### src/rtl/pipeline_pause_ctrl.sv
// Central stall generator for the 5-stage pipeline: merges load-use, mul/div and
// MEM wait-state requests into a prefix-form per-stage pause vector.
module pipeline_pause_ctrl #(
    parameter int MUL_CYCLES  = 4,
    parameter int DIV_CYCLES  = 32,
    parameter int MEM_TIMEOUT = 255,
    parameter int PERF_W      = 32
) (
    input  logic              clk,
    input  logic              rst,
    input  logic              id_load_use,
    input  logic              ex_muldiv_start,
    input  logic              ex_is_div,
    input  logic              mem_req,
    input  logic              mem_ready,
    output logic [4:0]        pause,
    output logic              muldiv_done,
    output logic              mem_timeout,
    output logic [PERF_W-1:0] stall_cycles
);

    localparam int MAX_CYC = (MUL_CYCLES > DIV_CYCLES) ? MUL_CYCLES : DIV_CYCLES;
    localparam int CNT_W   = $clog2(MAX_CYC + 1);
    localparam int WAIT_W  = $clog2(MEM_TIMEOUT + 1);

    typedef enum logic [1:0] {
        S_IDLE,
        S_BUSY,
        S_DONE
    } state_t;

    state_t              r_state, w_state_nxt;
    logic [CNT_W-1:0]    r_cnt, w_cnt_nxt, w_n;
    logic [WAIT_W-1:0]   r_wait_cnt;
    logic                r_mem_timeout;
    logic [PERF_W-1:0]   r_stall_cycles;
    logic                w_mem_wait;
    logic                w_ex_req;
    logic                w_done;
    logic [4:0]          w_pause;

    assign w_mem_wait = mem_req & ~mem_ready;
    assign w_n        = ex_is_div ? CNT_W'(DIV_CYCLES) : CNT_W'(MUL_CYCLES);

    // NOTE: every combinational output gets a default first so no path infers a latch.
    always_comb begin
        w_state_nxt = r_state;
        w_cnt_nxt   = r_cnt;
        w_ex_req    = 1'b0;
        w_done      = 1'b0;
        case (r_state)
            S_IDLE: begin
                if (ex_muldiv_start) begin
                    w_ex_req = 1'b1;
                    if (w_n == CNT_W'(1)) begin
                        w_state_nxt = S_DONE;
                    end else begin
                        w_state_nxt = S_BUSY;
                        w_cnt_nxt   = w_n - CNT_W'(1);
                    end
                end
            end
            S_BUSY: begin
                w_ex_req  = 1'b1;
                w_cnt_nxt = r_cnt - CNT_W'(1);
                if (r_cnt == CNT_W'(1)) w_state_nxt = S_DONE;
            end
            S_DONE: begin
                // The finished op is still in EX; hold done until MEM lets it advance.
                w_done = 1'b1;
                if (!w_mem_wait) w_state_nxt = S_IDLE;
            end
            default: w_state_nxt = S_IDLE;
        endcase

        w_pause = 5'b00000;
        if (!rst) begin
            if (w_mem_wait)       w_pause = 5'b01111;
            else if (w_ex_req)    w_pause = 5'b00111;
            else if (id_load_use) w_pause = 5'b00011;
        end
    end

    // NOTE: sequential state uses non-blocking assignments so all registers update together.
    always_ff @(posedge clk) begin
        if (rst) begin
            r_state        <= S_IDLE;
            r_cnt          <= '0;
            r_wait_cnt     <= '0;
            r_mem_timeout  <= 1'b0;
            r_stall_cycles <= '0;
        end else begin
            r_state <= w_state_nxt;
            r_cnt   <= w_cnt_nxt;
            if (!w_mem_wait)                            r_wait_cnt <= '0;
            else if (r_wait_cnt != WAIT_W'(MEM_TIMEOUT)) r_wait_cnt <= r_wait_cnt + WAIT_W'(1);
            if (r_wait_cnt == WAIT_W'(MEM_TIMEOUT)) r_mem_timeout <= 1'b1;
            if (w_pause[0]) r_stall_cycles <= r_stall_cycles + PERF_W'(1);
        end
    end

    assign pause        = w_pause;
    assign muldiv_done  = w_done & ~rst;
    assign mem_timeout  = r_mem_timeout;
    assign stall_cycles = r_stall_cycles;

endmodule

### config.mk
export PLATFORM = sky130hd
export DESIGN_NAME = pipeline_pause_ctrl
export DESIGN_NICKNAME = d
export VERILOG_FILES = /design/src/rtl/pipeline_pause_ctrl.sv
export SDC_FILE = /design/constraint.sdc
export NUM_CORES = 1
export LEC_CHECK = 0
export ABC_AREA = 1
export BUFFER_PORTS_ARGS = -buffer_cell sky130_fd_sc_hd__buf_2
export CORE_MARGIN = 2
export CORE_UTILIZATION = 30
export DETAILED_ROUTE_END_ITERATION = 10
export PLACE_DENSITY = 0.45
export SLEW_MARGIN = 10
export SYNTH_ARGS = -nofsm -noshare
export SYNTH_HDL_FRONTEND = slang
export SYNTH_SLANG_ARGS = --single-unit
### constraint.sdc
create_clock -name clk -period 2.6 [get_ports clk]
set_input_delay 0.52 -clock clk [delete_from_list [all_inputs] [get_ports clk]]
set_output_delay 0.52 -clock clk [all_outputs]
set_load 0.01 [all_outputs]
# Yosys cells after proc, flatten, opt, wreduce, memory -nomap -nowiden
# Index checks and enable logic that the tools add are counted.
# totals
register_bits,49
input_bits,7
out_inout_bits,39
word_cells,45
# classes
addsub,4
eq_ne,10
mux,16
n_bitwise,5
n_reduce_logical,5
# ops
operator,count
"32-bit by 1-bit adder with 32-bit output, second input constant",1
6-bit two-way mux,3
"6-bit by 1-bit equality test with 1-bit output, second input constant",2
6-bit case mux with 2 select lines,1
"6-bit by 1-bit subtractor with 6-bit output, second input constant",2
2-bit two-way mux,5
"8-bit by 1-bit adder with 8-bit output, second input constant",1
"8-bit equality test, second input constant",1
4-bit two-way mux,2
"2-bit != test, second input constant",4
"8-bit != test, second input constant",1
2-bit case mux with 3 select lines,1
3-bit AND reduction,2
3-bit two-way mux,1
1-bit NOT,3
1-bit bitwise AND,2
"2-bit by 1-bit equality test with 1-bit output, second input constant",1
"2-bit equality test, second input constant",1
2-bit logical NOT,1
1-bit two-way mux,2
1-bit case mux with 2 select lines,1
2-bit nonzero test,1
2-bit OR reduction,1

# Logic depth before layout (Yosys ltp)
# logic_depth
depth_word,5
ltp_mapped,10
ltp_nobuf,9

# Worst setup path after synthesis
# OpenSTA, ideal clock, no wires.
# synth_path
path_type,input -> output
start,input ex_muldiv_start
end,output pause[1]
arrival_ps,1294
t_required_ps,2080
setup_slack_ps,786
path_stages,7
path_buffers,3
path_cell_list,o21ai_4 nand3_2 buf_6 buf_6 nand2_1 inv_1 buf_4
# synth_via
elab_chain_len,5
# synth_lines
element,line_no,source
from (decl),12,"input logic ex_muldiv_start,"
1-bit two-way mux,53,if (ex_muldiv_start) begin
1-bit case mux with 2 select lines,51,case (r_state)
3-bit two-way mux,79,else if (w_ex_req) w_pause = 5'b00111;
4-bit two-way mux,78,if (w_mem_wait) w_pause = 5'b01111;
4-bit two-way mux,77,if (!rst) begin
to (decl),16,"output logic [4:0] pause,"
# Every way passes these cells.

# Final worst setup path
# layout_path
start,register r_state[0]
end,output pause[0]
# layout_via
elab_chain_len,5
elab_cells_between_ends,6
cone_classes,1 x eq/ne; 4 x mux; 1 x reduce/logical
# layout_lines
element,line_no,source
from (decl),32,"state_t r_state, w_state_nxt;"
from (signal assigned),93,r_state <= w_state_nxt;
2-bit by 1-bit equality test with 1-bit output or 2-bit logical NOT (tied branches),51,
1-bit case mux with 2 select lines (*),51,
3-bit two-way mux (*),79,
4-bit two-way mux (*),78,
4-bit two-way mux (*),77,
# Mark *: on every way between the ends. The rest lies on a longest branch, timed or not.

==> reports/qor.csv <==
metric;value;unit
status;finished clean;
Final Critical Period;2.08;ns
setup_tns;0;ns
synthesized area per cell;6.42;um^2
# hold bufs at CTS;0;
top-area cell type share of the netlist area;37.5;%
CTS sink cnt;49;
CTS Root Cell;clkbuf_8;
hold path depth;2;
DRC errors left;0;
first-pass GRT wire length;10.8;mm
Starting Density;30.5;%
pwr dens;457;mW/mm^2
cts bufs inserted;5;
WP data required;2.08;ns
layout cells sized above 1;15.5;%
GR Overflow Total;0;
Die Area;0.00949;mm^2
number of cells on the worst reg-to-reg path;7;
number of distinct library cells after synthesis;34;
CTS max path bufs;2;
routability cong.;0.820;
CP startpoint kind;flop;
Crit Path Max Fanout;15;
Max Fclk;481;MHz
final worst slack;0.522;ns
Final setup violation count;0;
syn nets;419;
# Max-Cap Violations;0;
Die W;97.4;um
via count of the first global-routing pass;2336;
Async SR Flop Fraction;0;%
drt via density;4.46;
CTS tree;built;
# nets final;464;
DR iter-0 viols;80;
Area contributors post-synth;dfxtp_1 (37%), nand2_1 (13%), nor2_1 (12%);
number of cell rows;34;
Antenna Nets Post-Route;0;
largest net degree at the start of global routing;35;
Filler cells;969;
CP Data Arrival Time;1.56;ns
Hold WS;0.481;ns
Max VDD drop;0.176;mV
Worst Hold Class;reg2reg;
port buffer count;44;
post_cts resized;0;
number of synthesized flops with an enable pin;0;
vias;2500;
HPWL Detailed;4.86;mm
Mapped Cells;408;
post-CTS setup buffers;0;
Leak Pwr;0.00134;uW
yosys warns;0;
H-tree depth;2;
Yosys top cell by area;dfxtp_1;
Slew Limit Fails;0;
core area;0.00859;mm^2
Fin. Hold Viols;0;
Clock Latency Late Sink;0.30;ns
DRT Pass-1 Iters;6;
Crit Path Category;reg2out;
RSZ-0062 raised after global routing;no;
Mapped Area;0.00262;mm^2
skew final;0.0110;ns
initial antenna violation count;0;
DP Cell Count;554;
ant diodes;0;
Total GRT Usage;13.9;%
IO Count;46;
Area Overhead vs Synth;15.4;%
WL final;6.32;mm
Reg clk slew, reported paths;0.09;ns
Worst Setup End Kind;output port;
post-synthesis sequential area ratio;37.5;%
ys flop type;dfxtp_1;
non-filler instance count after layout;561;
#FFs+latches synth;49;
Placement Setup Slack;0.587;ns
Die Height;97.4;um
wire per inst;11.3;um
Final Cycle Share;79.9;%
==> cells in the mapped netlist (2+ instances only) <==
library cell   n
nor2_4         2
o21ai_0       20
inv_2          4
nor2_1        86
a21oi_1       23
nand4_1        4
xnor2_1        2
nor3_1         6
nand2_1       90
nand3b_1       4
buf_4          2
nand2_2        2
ha_1           4
clkbuf_1       4
buf_6          2
dfxtp_1       49
inv_1         56
a31oi_1        2
nand3_1       27
nor2_2         4
nand3_2        2
==> state kept, by name, indices dropped and copies added (netlist names) <==
register / cells
mem_timeout: 1
r_wait_cnt: 8
stall_cycles: 32
r_cnt: 6
r_state: 2
==> power by group <==
part	total, uW	internal, uW	leakage [uW]	switching (uW)
Combinational	127	45.6	0.000901	81.3
Sequential	789	769	0.000397	19.8
Clock	466	212	0.0000443	254
==> cell usage in the layout, fill, tap and decap left out, types with 4 or more instances in the layout <==
cell type,n
buf_2,44
nor3_1,6
nand3b_1,4
inv_2,4
a21oi_1,23
clkbuf_8,6
nand2_1,90
ha_1,4
nand3_1,27
inv_1,56
o21ai_0,20
dfxtp_1,49
nand4_1,4
nor2_2,4
nor2_1,86
==> path summary, 6_finish.rpt <==
path	end	slack, ns	start
worst max-delay path	pause[0]	0.52	r_state[0]$_SDFFE_PP0P_
worst min-delay path	mem_timeout$_SDFFE_PP0N_	0.48	mem_timeout$_SDFFE_PP0N_
worst min register to register	mem_timeout$_SDFFE_PP0N_	0.48	mem_timeout$_SDFFE_PP0N_
worst max register to register	stall_cycles[8]$_SDFFE_PP0P_	0.85	r_state[0]$_SDFFE_PP0P_
==> metrics by stage <==
step                power (uW)  utilization, %  cell area (um^2)
global placement           936            34.2              2940
finish                    1380            35.2              3020
floorplan                  900               -              2620
global route              1460            35.2              3020
CTS                       1410            35.2              3020
detailed placement         935            34.2              2940
==> layout make-up <==
class                   instances  area, um^2  share of cell area (%)
well taps                     108         135                    4.47
inverters                      61         229                    7.57
flip-flops and latches         49         981                    32.5
repair buffers                 46         235                    7.78
clock buffers                   7        86.3                    2.86
multi-input cells             290        1360                    44.9
==> worst max-delay path, stage by stage (launching register included) <==
cell     delay, ns
dfxtp_1       0.37
o21ai_4       0.22
nand3_2       0.32
nand2_1       0.17
inv_1         0.06
buf_2         0.13
==> routing by layer <==
metal | vias to the layer above | wire, um | share of wire, % | global-route usage (%)
met5 | - | 0 | 0 | 0
met4 | 0 | 110 | 1.7 | 4.59
met3 | 9 | 238 | 3.8 | 2.88
met2 | 40 | 2850 | 45 | 22.9
met1 | 1085 | 3110 | 49 | 18.0
li1 | 1366 | - | - | -
==> kinds of logic after synthesis <==
group	count (synthesis)	share of synthesized area, %
other	1	0.143
flip-flops	49	37.5
buffers and inverters	69	10.7
AO/OA/AOI/OAI	50	10.4
AND/OR/NAND/NOR	232	38.3
XOR/XNOR	3	1.00
adder cells (fa/ha/maj)	4	1.91
Power figures use the tool's default switching activity.
